--- config.mk ---
export PLATFORM = sky130hd
export DESIGN_NAME = observer_reset_sequencer
export DESIGN_NICKNAME = d
export VERILOG_FILES = /design/src/rtl/observer_reset_pkg.sv /design/src/rtl/observer_sync2.sv /design/src/rtl/observer_reset_sequencer.sv
export SDC_FILE = /design/constraint.sdc
export NUM_CORES = 1
export LEC_CHECK = 0
export BUFFER_PORTS_ARGS = -buffer_cell sky130_fd_sc_hd__clkbuf_2
export CORE_MARGIN = 3
export CORE_UTILIZATION = 59
export CTS_CLUSTER_DIAMETER = 120
export CTS_CLUSTER_SIZE = 24
export DETAILED_ROUTE_END_ITERATION = 16
export PLACE_DENSITY = 0.84
export SETUP_SLACK_MARGIN = 0.02
export SYNTH_ARGS = -nofsm -noshare
export SYNTH_HDL_FRONTEND = slang
export SYNTH_HIERARCHICAL = 1
export SYNTH_SLANG_ARGS = --single-unit
--- constraint.sdc ---
create_clock -name clk -period 4.4 [get_ports clk]
set_input_delay 0.88 -clock clk [delete_from_list [all_inputs] [get_ports clk]]
set_output_delay 0.88 -clock clk [all_outputs]
set_load 0.05 [all_outputs]
--- src/rtl/observer_reset_pkg.sv ---
// Shared encodings for the observer reset sequencer:
// FSM state codes, register addresses and status bit positions.
package observer_reset_pkg;

  typedef enum logic [1:0] {
    ST_HOLD = 2'd0,
    ST_STG1 = 2'd1,
    ST_STG2 = 2'd2,
    ST_RUN  = 2'd3
  } state_e;

  localparam logic [1:0] ADDR_STATUS = 2'd0;
  localparam logic [1:0] ADDR_COUNT  = 2'd1;

  localparam int BIT_LOCKED = 4;
  localparam int BIT_REQ    = 5;

endpackage

--- src/rtl/observer_sync2.sv ---
// Generic two-flop single-bit synchronizer,
// asynchronous active-low reset, clears to 0.
module observer_sync2 (
  input  logic clk,
  input  logic rst_n,
  input  logic d,
  output logic q
);

  logic s1_q, s2_q;

  always_ff @(posedge clk or negedge rst_n) begin
    if (!rst_n) begin
      s1_q <= 1'b0;
      s2_q <= 1'b0;
    end else begin
      s1_q <= d;
      s2_q <= s1_q;
    end
  end

  assign q = s2_q;

endmodule

--- src/rtl/observer_reset_sequencer.sv ---
// Staged reset release for ADC, observer core and controller,
// with a read-only status/event-count slave for the Nios II.
module observer_reset_sequencer
  import observer_reset_pkg::*;
#(
  parameter int unsigned HOLD_CYCLES    = 1024,
  parameter int unsigned STAGGER_CYCLES = 64,
  parameter int unsigned CNT_W          = 16
) (
  input  logic        clk,
  input  logic        reset_n,
  input  logic        sys_reset_req,
  input  logic        pll_locked,
  input  logic [1:0]  address,
  input  logic        chipselect,
  output logic [31:0] readdata,
  output logic        adc_rst_n,
  output logic        obs_rst_n,
  output logic        ctrl_rst_n,
  output logic        seq_done
);

  localparam logic [15:0] HOLD_LAST = 16'(HOLD_CYCLES - 1);
  localparam logic [15:0] STG_LAST  = 16'(STAGGER_CYCLES - 1);

  logic             req_q, req_d;
  logic             locked_s;
  logic             hold_cond;
  state_e           state_q, state_d;
  logic [15:0]      cnt_q, cnt_d;
  logic [CNT_W-1:0] rst_cnt_q, rst_cnt_d;
  logic             adc_q, adc_d;
  logic             obs_q, obs_d;
  logic             ctrl_q, ctrl_d;
  logic             done_q, done_d;
  logic             unused_cs;

  observer_sync2 u_lock_sync (
    .clk   (clk),
    .rst_n (reset_n),
    .d     (pll_locked),
    .q     (locked_s)
  );

  assign req_d     = sys_reset_req;
  assign hold_cond = req_q | ~locked_s;
  assign unused_cs = chipselect;

  always_comb begin
    state_d = state_q;
    cnt_d   = cnt_q + 16'd1;
    unique case (state_q)
      ST_HOLD: if (cnt_q == HOLD_LAST) begin
        state_d = ST_STG1;
        cnt_d   = '0;
      end
      ST_STG1: if (cnt_q == STG_LAST) begin
        state_d = ST_STG2;
        cnt_d   = '0;
      end
      ST_STG2: if (cnt_q == STG_LAST) begin
        state_d = ST_RUN;
        cnt_d   = '0;
      end
      ST_RUN: cnt_d = '0;
    endcase
    // abort wins over any advance in the same cycle
    if (hold_cond) begin
      state_d = ST_HOLD;
      cnt_d   = '0;
    end
  end

  always_comb begin
    rst_cnt_d = rst_cnt_q;
    if (state_q != ST_HOLD && state_d == ST_HOLD
        && rst_cnt_q != '1)
      rst_cnt_d = rst_cnt_q + CNT_W'(1);
  end

  // outputs decoded from next state so they land with it
  always_comb begin
    adc_d  = state_d != ST_HOLD;
    obs_d  = state_d == ST_STG2 || state_d == ST_RUN;
    ctrl_d = state_d == ST_RUN;
    done_d = ctrl_d && state_q != ST_RUN;
  end

  always_ff @(posedge clk or negedge reset_n) begin
    if (!reset_n) begin
      req_q     <= 1'b0;
      state_q   <= ST_HOLD;
      cnt_q     <= '0;
      rst_cnt_q <= '0;
      adc_q     <= 1'b0;
      obs_q     <= 1'b0;
      ctrl_q    <= 1'b0;
      done_q    <= 1'b0;
    end else begin
      req_q     <= req_d;
      state_q   <= state_d;
      cnt_q     <= cnt_d;
      rst_cnt_q <= rst_cnt_d;
      adc_q     <= adc_d;
      obs_q     <= obs_d;
      ctrl_q    <= ctrl_d;
      done_q    <= done_d;
    end
  end

  assign adc_rst_n  = adc_q;
  assign obs_rst_n  = obs_q;
  assign ctrl_rst_n = ctrl_q;
  assign seq_done   = done_q;

  always_comb begin
    readdata = '0;
    unique case (address)
      ADDR_STATUS: begin
        readdata[1:0]        = state_q;
        readdata[BIT_LOCKED] = locked_s;
        readdata[BIT_REQ]    = req_q;
      end
      ADDR_COUNT: readdata = 32'(rst_cnt_q);
      default:    readdata = '0;
    endcase
  end

endmodule

==> impl_results.md, run 1 <==
- Status: completed
- Fin. max-slew vios: 0
- Syn avg cell area: 9.91 um2
- Root Buffer: clkbuf_8
- Worst R2R Start: cnt_q[0]
- Sequential fraction of the synthesis area: between 40 and 50%
- H-tree levels: 2
- Layout area overhead: 8.25%
- CTS tree: built
- DR DRC count: 0
- GRT Util Overall: 19.6%
- Largest net degree at the start of global routing: 42
- Layout cells sized above 1: ~16%
- Final core occ: 67.2%
- HPWL after DPL: 2.84 mm
- Resize count post-CTS: 0
- IO buf count: 25
- Final hold violation count: 0
- Post-synth EDFFs: 0
- Global route total overflow: 0
- Fmax: around 330 MHz
- Cell Pwr Density: 273 mW/mm2
- Post-route ant nets: 0
- Drt via density: 5.37
- Critical path peak fanout: 16
- Rows: 22
- Fillers: 302
- Total CTS buffers: 5
- Post-synthesis cell count: 231
- WP data arrival: 3.21 ns
- Post-CTS Hold Fix Bufs: 0
- Die height: around 68 um
- Initial antenna violation count: 0
- Core ar.: 0.00369 mm2
- CP Launch Point: cnt_q[0]
- Die Span X: 68.3 um
- Initial Utilization: 62.1%
- Worst skew pair latency: 0.29 ns
- Critical path launch point type: register
- Crit path kind: register to register
- Bufs on Longest Clock Path: 2
- ANT cells: 0
- Ports: 43
- Worst Skew: between 0.005 and 0.006 ns
- Final min period: 3.03 ns
- Hold Crit Class: register to register
- Main synth FF type: dfrtp_1
- Iter 0 DRT Violations: 75
- Setup Fix Bufs, Post-CTS: 0
- Ys async rst share: between 90% and 100%
- Max cap viols: 0
- Fin crit share: just under 70%
- Worst vdd ir: 0.000191 V
- DIE AREA: 0.00466 mm2
- Synthesis-stage register bit count: 41
- Critical Path Sink Type: register
- RSZ-0062 raised after global routing: no
- Worst-Margin Slew: 0.984 ns
- Max-slew headroom: 34.4%
- Setup violations, final: 0
- WL final: 4.11 mm
- Tot Pwr: just under 0.7 mW
- WL per Instance: approximately 13 um
- Setup_tns: 0 ns
- Cell variety after synth: 40
- Routability congestion estimate: 0.838
- Synth Warn #: 6
- Clk slew on worst S/H paths: approximately 0.070 ns
- Vias in the first global route: 1471
- Critical Path RT: 4.58 ns
- Static Leakage: 1.22 nW
- Drt pass-1 iters: 4
- Fin nets: 272
- Clk sink count: 41
- First-pass GRT wire length: between 6 and 7 mm
- Min-delay src: u_lock_sync/s1_q
- Via count: between 1500 and 2000
- Synthesized area: roughly 0.0023 mm2
==> synthesized netlist by cell type, types with 2 or more instances <==
library cell / number / area share (%)
mux2i_1: 4 / 1.7
nor2b_1: 3 / 0.82
nor3_1: 12 / 2.6
dfrtp_1: 41 / 45
ha_1: 7 / 3.8
nand2b_1: 2 / 0.55
buf_4: 16 / 5.2
inv_1: 7 / 1.1
or3_1: 2 / 0.55
nand2_1: 12 / 2.0
and2_1: 12 / 3.3
nand3_1: 14 / 3.1
clkbuf_1: 4 / 0.66
nor2_1: 30 / 4.9
xnor2_1: 5 / 1.9
and3_1: 3 / 0.82
nand4_1: 5 / 1.4
nor4_1: 3 / 0.82
mux2_2: 3 / 1.5
o21ai_0: 3 / 0.66
xor2_1: 21 / 8.0
a21oi_1: 2 / 0.44
and4_1: 3 / 1.1
==> critical path: stages, from the launching register on <==
cell	delay [ns]
dfrtp_1	0.39
ha_1	0.25
or4bb_1	0.56
o41ai_2	0.41
nor4b_4	0.30
o32ai_2	0.13
buf_4	0.21
nor3_1	0.30
mux2_2	0.37
==> sequential cells by signal (all words and copies together), names as in the netlist <==
signal	cells
u_lock_sync/q	1
cnt_q	16
req_q	1
state_q	2
rst_cnt_q	16
obs_rst_n	1
u_lock_sync/s1_q	1
seq_done	1
adc_rst_n	1
ctrl_rst_n	1
==> layer usage <==
metal	GRT usage [%]	wire, um	vias up
met5	0	0	-
met4	7.20	68	0
met3	4.60	214	9
met2	30.0	1950	51
met1	27.1	1880	774
li1	-	-	809
==> metrics by stage <==
stage          std cells  worst slack [ns]  hold WS (ns)  area [um2]
2_1_floorplan        246              1.56         0.331        2350
3_3_place_gp         299              1.40         0.348        2390
3_5_place_dp         299              1.37         0.350        2390
4_1_cts              306              1.37         0.373        2480
5_1_grt              306              1.20         0.380        2480
6_report             306              1.37         0.371        2480
==> logic make-up after synthesis <==
kind of cell | count (synthesis) | share of synthesized area (%)
adders and majority gates | 7 | 3.82
xor gates and xnor gates | 26 | 9.95
other | 1 | 0.164
and+or+nand+nor | 109 | 26.2
muxes | 7 | 3.22
DFF | 41 | 44.8
buffers and inverters | 28 | 7.54
AOI/OAI and AO/OA | 12 | 4.32
==> layout by cell type, fill, tap and decap left out, types with 2 or more instances in the layout <==
master	count
a21oi_1	2
and2_1	12
and3_1	3
and4_1	3
clkbuf_2	25
clkbuf_8	6
conb_1	16
dfrtp_1	41
ha_1	7
inv_1	7
mux2_2	3
mux2i_1	4
nand2_1	12
nand2b_1	2
nand3_1	14
nand4_1	5
nor2_1	30
nor2b_1	3
nor3_1	12
nor4_1	3
o21ai_0	3
or3_1	2
xnor2_1	5
xor2_1	21
==> area by class of cell <==
class / instances / area (um2) / area share (%)
flip-flops and latches: 41 / 1030 / 41.4
repair buffers: 26 / 133 / 5.35
well taps: 48 / 60.1 / 2.42
multi-input cells: 177 / 1150 / 46.3
inverters: 7 / 26.3 / 1.06
clock buffers: 7 / 86.3 / 3.48
==> where the power goes <==
| group | internal (mW) | switching (mW) | total [mW] |
|---|---|---|---|
| registers | 0.379 | 0.00140 | 0.380 |
| clock network | 0.124 | 0.121 | 0.245 |
| logic | 0.00497 | 0.0468 | 0.0518 |
==> final timing paths <==
check / endpoint / slack, ns / cells after the start
min reg2reg: u_lock_sync/q / 0.37 / 0
max in group asynchronous: cnt_q[15] / 3.06 / 1
max reg2reg: rst_cnt_q[1] / 1.37 / 8
min in group asynchronous: rst_cnt_q[7] / 0.74 / 1
min: u_lock_sync/q / 0.37 / 0
max: rst_cnt_q[1] / 1.37 / 8
(Power assumes the default switching activity.)
==> inputs of run 2 (changes only) <==
--- a/config.mk
+++ b/config.mk
@@ -5,13 +5,14 @@
 export SDC_FILE = /design/constraint.sdc
 export NUM_CORES = 1
 export LEC_CHECK = 0
+export ABC_AREA = 1
 export BUFFER_PORTS_ARGS = -buffer_cell sky130_fd_sc_hd__clkbuf_2
 export CORE_MARGIN = 3
-export CORE_UTILIZATION = 59
+export CORE_UTILIZATION = 57
 export CTS_CLUSTER_DIAMETER = 120
 export CTS_CLUSTER_SIZE = 24
 export DETAILED_ROUTE_END_ITERATION = 16
-export PLACE_DENSITY = 0.84
+export PLACE_DENSITY = 0.8
 export SETUP_SLACK_MARGIN = 0.02
 export SYNTH_ARGS = -nofsm -noshare
 export SYNTH_HDL_FRONTEND = slang
==> constraint.sdc (replaced) <==
create_clock -name clk -period 2.8 [get_ports clk]
set_input_delay 0.56 -clock clk [delete_from_list [all_inputs] [get_ports clk]]
set_output_delay 0.56 -clock clk [all_outputs]
set_load 0.05 [all_outputs]
==> run 2 against run 1 <==
Net effect: worst hold slack got worse by 0.044 ns; synthesized cell count increased by 41%; non-clock buffer count increased by 1; cell count increased by 32%; critical path depth decreased by 3; power increased by 55%; sequential share of layout area decreased by 5.0 points; global-route usage increased by 0.20 points; register-to-register slack got worse by 0.61 ns; sequential cell count unchanged; critical path type is now input port to output pin; critical endpoint is now readdata[0]; highest routed layer unchanged.
==> impl_results.md, run 2 <==
- Most instantiated cells after synthesis: nand2_1, nor2_1, dfrtp_1
- Root Buffer: clkbuf_8
- Largest net degree at the start of global routing: 42 (unchanged)
- Commonest non-fill, non-tap cell in the layout: nand2_1
- Setup Fix Bufs, Post-CTS: 0 (unchanged)
- DIE AREA: 0.00551 mm2 (+18%)
- Setup_tns: 0 ns (unchanged)
- WL per Instance: 12.2 um (-9.1%)
- Largest cells by area after synthesis: dfrtp_1, nand2_1, nor2_1
- Crit path kind: input port to output pin
- Total CTS buffers: 5 (unchanged)
- Synth Warn #: 6 (unchanged)
- Bufs on Longest Clock Path: 2 (unchanged)
- Initial antenna violation count: 0 (unchanged)
- Routability congestion estimate: 0.839 (+0.16%)
- Die height: 74.3 um (+8.7%)
- Final hold violation count: 0 (unchanged)
- Static Leakage: 1.43 nW (+17%)
- Fin crit share: 79.7%
- Most frequent cells in the layout: nand2_1, nor2_1, dfrtp_1
- Layout cells sized above 1: 19.5% (+3.7 points)
- GRT Util Overall: 19.8% (+0.20 points)
- Synthesized area: 0.00266 mm2 (+16%)
- Rows: 24 (+9.1%)
- Final core occ: 63.9% (-3.3 points)
- Hold Crit Class: input port to asynchronous set/reset pin
- Global route total overflow: 0 (unchanged)
- Ports: 43 (unchanged)
- Synth area leader: dfrtp_1
- Via count: 2113 (+29%)
- Clk slew on worst S/H paths: 0.07 ns (about the same)
- RSZ-0062 raised after global routing: no
- Max cap viols: 0 (unchanged)
- First-pass GRT wire length: 8.56 mm (+26%)
- Critical Path RT: 2.24 ns (-2.34 ns)
- Post-synthesis cell count: 326 (+41%)
- Share of the synthesized area in the top cell type: 38.6% (-6.2 points)
- Post-route ant nets: 0 (unchanged)
- WL final: 4.95 mm (+20%)
- Critical path launch point type: input port
- Setup violations, final: 0 (unchanged)
- Clk sink count: 41 (unchanged)
- Layout area overhead: 6.31%
- Drt pass-1 iters: 4 (unchanged)
- WP data arrival: 1.67 ns (-1.54 ns)
- Resize count post-CTS: 0 (unchanged)
- Iter 0 DRT Violations: 130 (+73%)
- Critical Path Sink Type: output pin
- Die Span X: 74.3 um (+8.7%)
- Cell Pwr Density: 371 mW/mm2 (+36%)
- Top flop regs: cnt_q: 16 flops, rst_cnt_q: 16 flops, state_q: 2 flops
- HPWL after DPL: 3.63 mm (+28%)
- Fmax: 448 MHz
- Worst Skew: 0.00585 ns (+0.000765 ns)
- Worst-Margin Slew: 0.519 ns (-0.465 ns)
- Main synth FF type: dfrtp_1
- Critical path peak fanout: 13 (-3)
- Initial Utilization: 60.1% (-1.9 points)
- Max-slew headroom: 65.4% (+31 points)
- DR DRC count: 0 (unchanged)
- Cell variety after synth: 36 (-10%)
- Final min period: 2.23 ns
- CTS tree: built
- Post-CTS Hold Fix Bufs: 0 (unchanged)
- Synthesis-stage register bit count: 41 (unchanged)
- Fin. max-slew vios: 0 (unchanged)
- Fin nets: 366 (+35%)
- Vias in the first global route: 1933 (+31%)
- Worst skew pair latency: 0.29 ns (about the same)
- H-tree levels: 2 (unchanged)
- Core ar.: 0.00441 mm2 (+20%)
- Syn avg cell area: 8.14 um2 (-18%)
- FF-to-FF path depth: 12 (+4)
- Drt via density: 5.22 (-2.8%)
- Post-synth EDFFs: 0 (unchanged)
- Worst vdd ir: 0.000277 V (+45%)
- Status: completed
- Ys async rst share: 100% (unchanged)
- IO buf count: 25 (unchanged)
- ANT cells: 0 (unchanged)
- Sequential fraction of the synthesis area: 38.6% (-6.2 points)
- Cell with the most instances after synthesis: nand2_1
==> run 2: cell count changes after synthesis, moves of 5 or more <==
cell	change
nand2_2	+11
nor2_4	+5
inv_1	+30
xor2_1	-5
nand2_1	+50
nor2_1	+12
and2_1	-12
nand4_1	+17
==> run 2: path summary, 6_finish.rpt <==
check / from / end / slack, ns
max: address[1] / readdata[0] / 0.57
min: reset_n / adc_rst_n / 0.33
max reg2reg: cnt_q[0] / rst_cnt_q[13] / 0.76
min reg2reg: u_lock_sync/s1_q / u_lock_sync/q / 0.35
max in group asynchronous: reset_n / cnt_q[4] / 2.12
min in group clk: u_lock_sync/s1_q / u_lock_sync/q / 0.35
==> run 2: metrics by stage <==
stage / setup slack (ns) / cell area, um2 / std cells / hold WS (ns) / power (mW)
floorplan: 0.275 / 2710 / 341 / 0.264 / 0.691
global placement: 0.597 / 2740 / 397 / 0.335 / 0.694
detailed placement: 0.581 / 2740 / 397 / 0.342 / 0.695
CTS: 0.574 / 2820 / 405 / 0.344 / 1.06
global route: 0.493 / 2820 / 405 / 0.365 / 1.09
finish: 0.568 / 2820 / 405 / 0.326 / 1.05
==> run 2: layout make-up <==
cell class / count / area, um2
inverter: 40 / 150
timing repair buffer: 27 / 140
tap: 52 / 65.1
multi-input combinational: 237 / 1360
clock buffer: 8 / 80.1
fill: 373 / 1590
sequential: 41 / 1030
==> run 2: report_power, final <==
group | total, mW | switching [mW] | internal, mW | leakage, nW
sequential | 0.597 | 0.00203 | 0.595 | 0.565
combinational | 0.0850 | 0.0771 | 0.00791 | 0.827
clock | 0.365 | 0.188 | 0.177 | 0.0395
total | 1.05 | 0.268 | 0.780 | 1.43
==> run 2: cells by family (layout without fill, tap and decap cells) <==
kind of cell	count (synthesis)	after routing	share of synthesized area [%]
flops	41	41	38.6
compound gates	13	13	3.30
fa+ha+maj	7	7	3.30
buf+inv	63	75	12.2
xor+xnor	19	19	6.27
other cells	1	16	0.141
simple gates	182	182	36.1
==> run 2: metal layers <==
layer,wire (um),track usage (%)
met1,2220,27.7
met2,2350,31.6
met3,334,3.92
met4,48,5.73
met5,0,0
==> run 2: worst max-delay path: stages <==
cell and delay (ns):
clkbuf_2 0.08, inv_1 0.09, nand2_1 0.28, o22ai_1 0.33, clkbuf_2 0.32
==> inputs of run 3 (changes only) <==
==> constraint.sdc (replaced) <==
create_clock -name clk -period 2.3 [get_ports clk]
set_input_delay 0.46 -clock clk [delete_from_list [all_inputs] [get_ports clk]]
set_output_delay 0.46 -clock clk [all_outputs]
set_load 0.05 [all_outputs]
==> run 3 against run 2 <==
Net effect: register-to-register slack lost 0.46 ns; count of clock-buffer cells in the layout shrank 2; sequential power up 22%; sequential share of layout area decreased by 0.22 points; combinational power increased by 26%; global-route usage increased by 0.26 points; worst setup slack worse by 0.26 ns.
==> impl_results.md, run 3 (synthesis results as in run 2) <==
- First-pass GRT wire length: 8.62 mm (+0.72%)
- HPWL after DPL: 3.70 mm (+2.1%)
- WP data arrival: 2.22 ns (+0.55 ns)
- H-tree levels: 2 (unchanged)
- Bufs on Longest Clock Path: 2 (unchanged)
- Routability congestion estimate: 0.862 (+2.8%)
- Rows: 24 (unchanged)
- Fin nets: 368 (+0.55%)
- Ports: 43 (unchanged)
- WL per Instance: 12.2 um (about the same)
- Critical Path RT: 2.53 ns (+0.29 ns)
- Reg-to-Reg End: rst_cnt_q[3]
- RSZ-0062 raised after global routing: no
- Core ar.: 0.00441 mm2 (unchanged)
- Cell Pwr Density: 454 mW/mm2 (+22%)
- Design area: 0.00284 mm2 (+0.62%)
- Worst R2R Start: cnt_q[0]
- Fin. max-slew vios: 0 (unchanged)
- Critical Path Sink Type: register
- Worst skew pair latency: 0.29 ns (about the same)
- Post-place setup slack: 0.299 ns (-0.283 ns)
- DR DRC count: 0 (unchanged)
- Global route total overflow: 0 (unchanged)
- WHS: 0.0784 ns (-0.248 ns)
- Worst vdd ir: 0.000330 V (+19%)
- Setup WS post-layout: 0.305 ns (-0.263 ns)
- Critical path peak fanout: 17 (+4)
- Via count: 2136 (+1.1%)
- DIE AREA: 0.00551 mm2 (unchanged)
- R2R setup slack: 0.30 ns (-0.46 ns)
- GRT Util Overall: 20.1% (+0.26 points)
- Resize count post-CTS: 0 (unchanged)
- Static Leakage: 1.45 nW (+1.0%)
- ANT cells: 0 (unchanged)
- Fmax: 501 MHz
- Die height: 74.3 um (unchanged)
- Post-route ant nets: 0 (unchanged)
- Clk sink count: 41 (unchanged)
- Critical path launch point type: register
- Final core occ: 64.3% (+0.40 points)
- Initial Utilization: 60.1% (unchanged)
- Most frequent cells in the layout: nand2_1, nor2_1, dfrtp_1
- Root Buffer: clkbuf_8
- Crit path kind: register to register
- Clk slew on worst S/H paths: 0.08 ns (about the same)
- Final min period: approximately 2.0 ns
- Post-CTS Hold Fix Bufs: 0 (unchanged)
- Worst Skew: 0.0126 ns (+0.00670 ns)
- Top flop regs: cnt_q: 16 flops, rst_cnt_q: 16 flops, state_q: 2 flops
- Cells after DPL: 399 (+0.50%)
- Largest net degree at the start of global routing: 25 (-40%)
- Initial antenna violation count: 0 (unchanged)
- Die Span X: 74.3 um (unchanged)
- Vias in the first global route: 1960 (+1.4%)
- Drt pass-1 iters: 4 (unchanged)
- Non-Filler Instances: 407 (+0.49%)
- Drt via density: 5.25 (+0.59%)
- IO buf count: 25 (unchanged)
- Commonest non-fill, non-tap cell in the layout: nand2_1
- Max cap viols: 0 (unchanged)
- Setup violations, final: 0 (unchanged)
- WL final: 4.98 mm (+0.59%)
- Fin crit share: between 80 and 90%
- Total CTS buffers: 5 (unchanged)
- CTS tree: built
- Layout area overhead: 6.97%
- Status: completed
- FF-to-FF path depth: 12 (unchanged)
- Placed cell areas: 0.00276 mm2 (+0.55%)
- Final hold violation count: 0 (unchanged)
- Hold Crit Class: input port to asynchronous set/reset pin
- Layout cells sized above 1: 20.6% (+1.0 points)
- Iter 0 DRT Violations: 155 (+19%)
- Setup Fix Bufs, Post-CTS: 0 (unchanged)
[run 3: cell count changes in the layout (fill, tap and decap cells not counted), sizes merged]
cell and delta:
clkbuf -2, buf +2, clkinv +2
[run 3: worst max-delay path, stage by stage, from the launching register on]
cell	delay (ns)
dfrtp_1	0.40
ha_1	0.24
nand3_2	0.16
nor2_1	0.09
nand2_2	0.08
nand2_1	0.06
nand2_2	0.08
nand2_4	0.06
nor2_4	0.12
nor2_4	0.05
nor2_4	0.33
nand4_1	0.16
nand2_1	0.10
[run 3: cell type report]
class | instances | area, um2
Fill cell | 373 | 1570
Timing Repair Buffer | 29 | 155
Clock buffer | 6 | 72.6
Inverter | 40 | 150
Sequential cell | 41 | 1030
Multi-Input combinational cell | 237 | 1360
Tap cell | 52 | 65.1
Clock inverter | 2 | 10.0
[run 3: report_power, final]
group	total (mW)	switching (mW)	internal (mW)
Clock	0.455	0.244	0.210
Combinational	0.107	0.0952	0.0119
Sequential	0.727	0.00259	0.725
[run 3: per-stage QoR]
stage | TNS, ns | power [mW]
final | 0 | 1.29
after CTS | 0 | 1.30
after detailed placement | 0 | 0.849
after global routing | 0 | 1.34
after floorplan | -0.0756 | 0.841
after global placement | 0 | 0.848
[run 3: worst max path at each step]
stage               startpoint  depth (start not counted)      endpoint  slack, ns
floorplan           address[0]                          2   readdata[1]      -0.03
global placement      cnt_q[0]                         11  rst_cnt_q[8]       0.33
detailed placement    cnt_q[0]                         11  rst_cnt_q[7]       0.30
CTS                   cnt_q[0]                         11  rst_cnt_q[7]       0.29
global route          cnt_q[0]                         12  rst_cnt_q[3]       0.09
finish                cnt_q[0]                         12  rst_cnt_q[3]       0.30
[run 3: per-layer routing]
layer / up-vias / part of all wire [%] / track usage (%)
li1: 1063 / - / -
met1: 1014 / 46 / 27.7
met2: 53 / 48 / 31.7
met3: 6 / 5.6 / 4.86
met4: 0 / 0.92 / 5.93
met5: - / 0 / 0
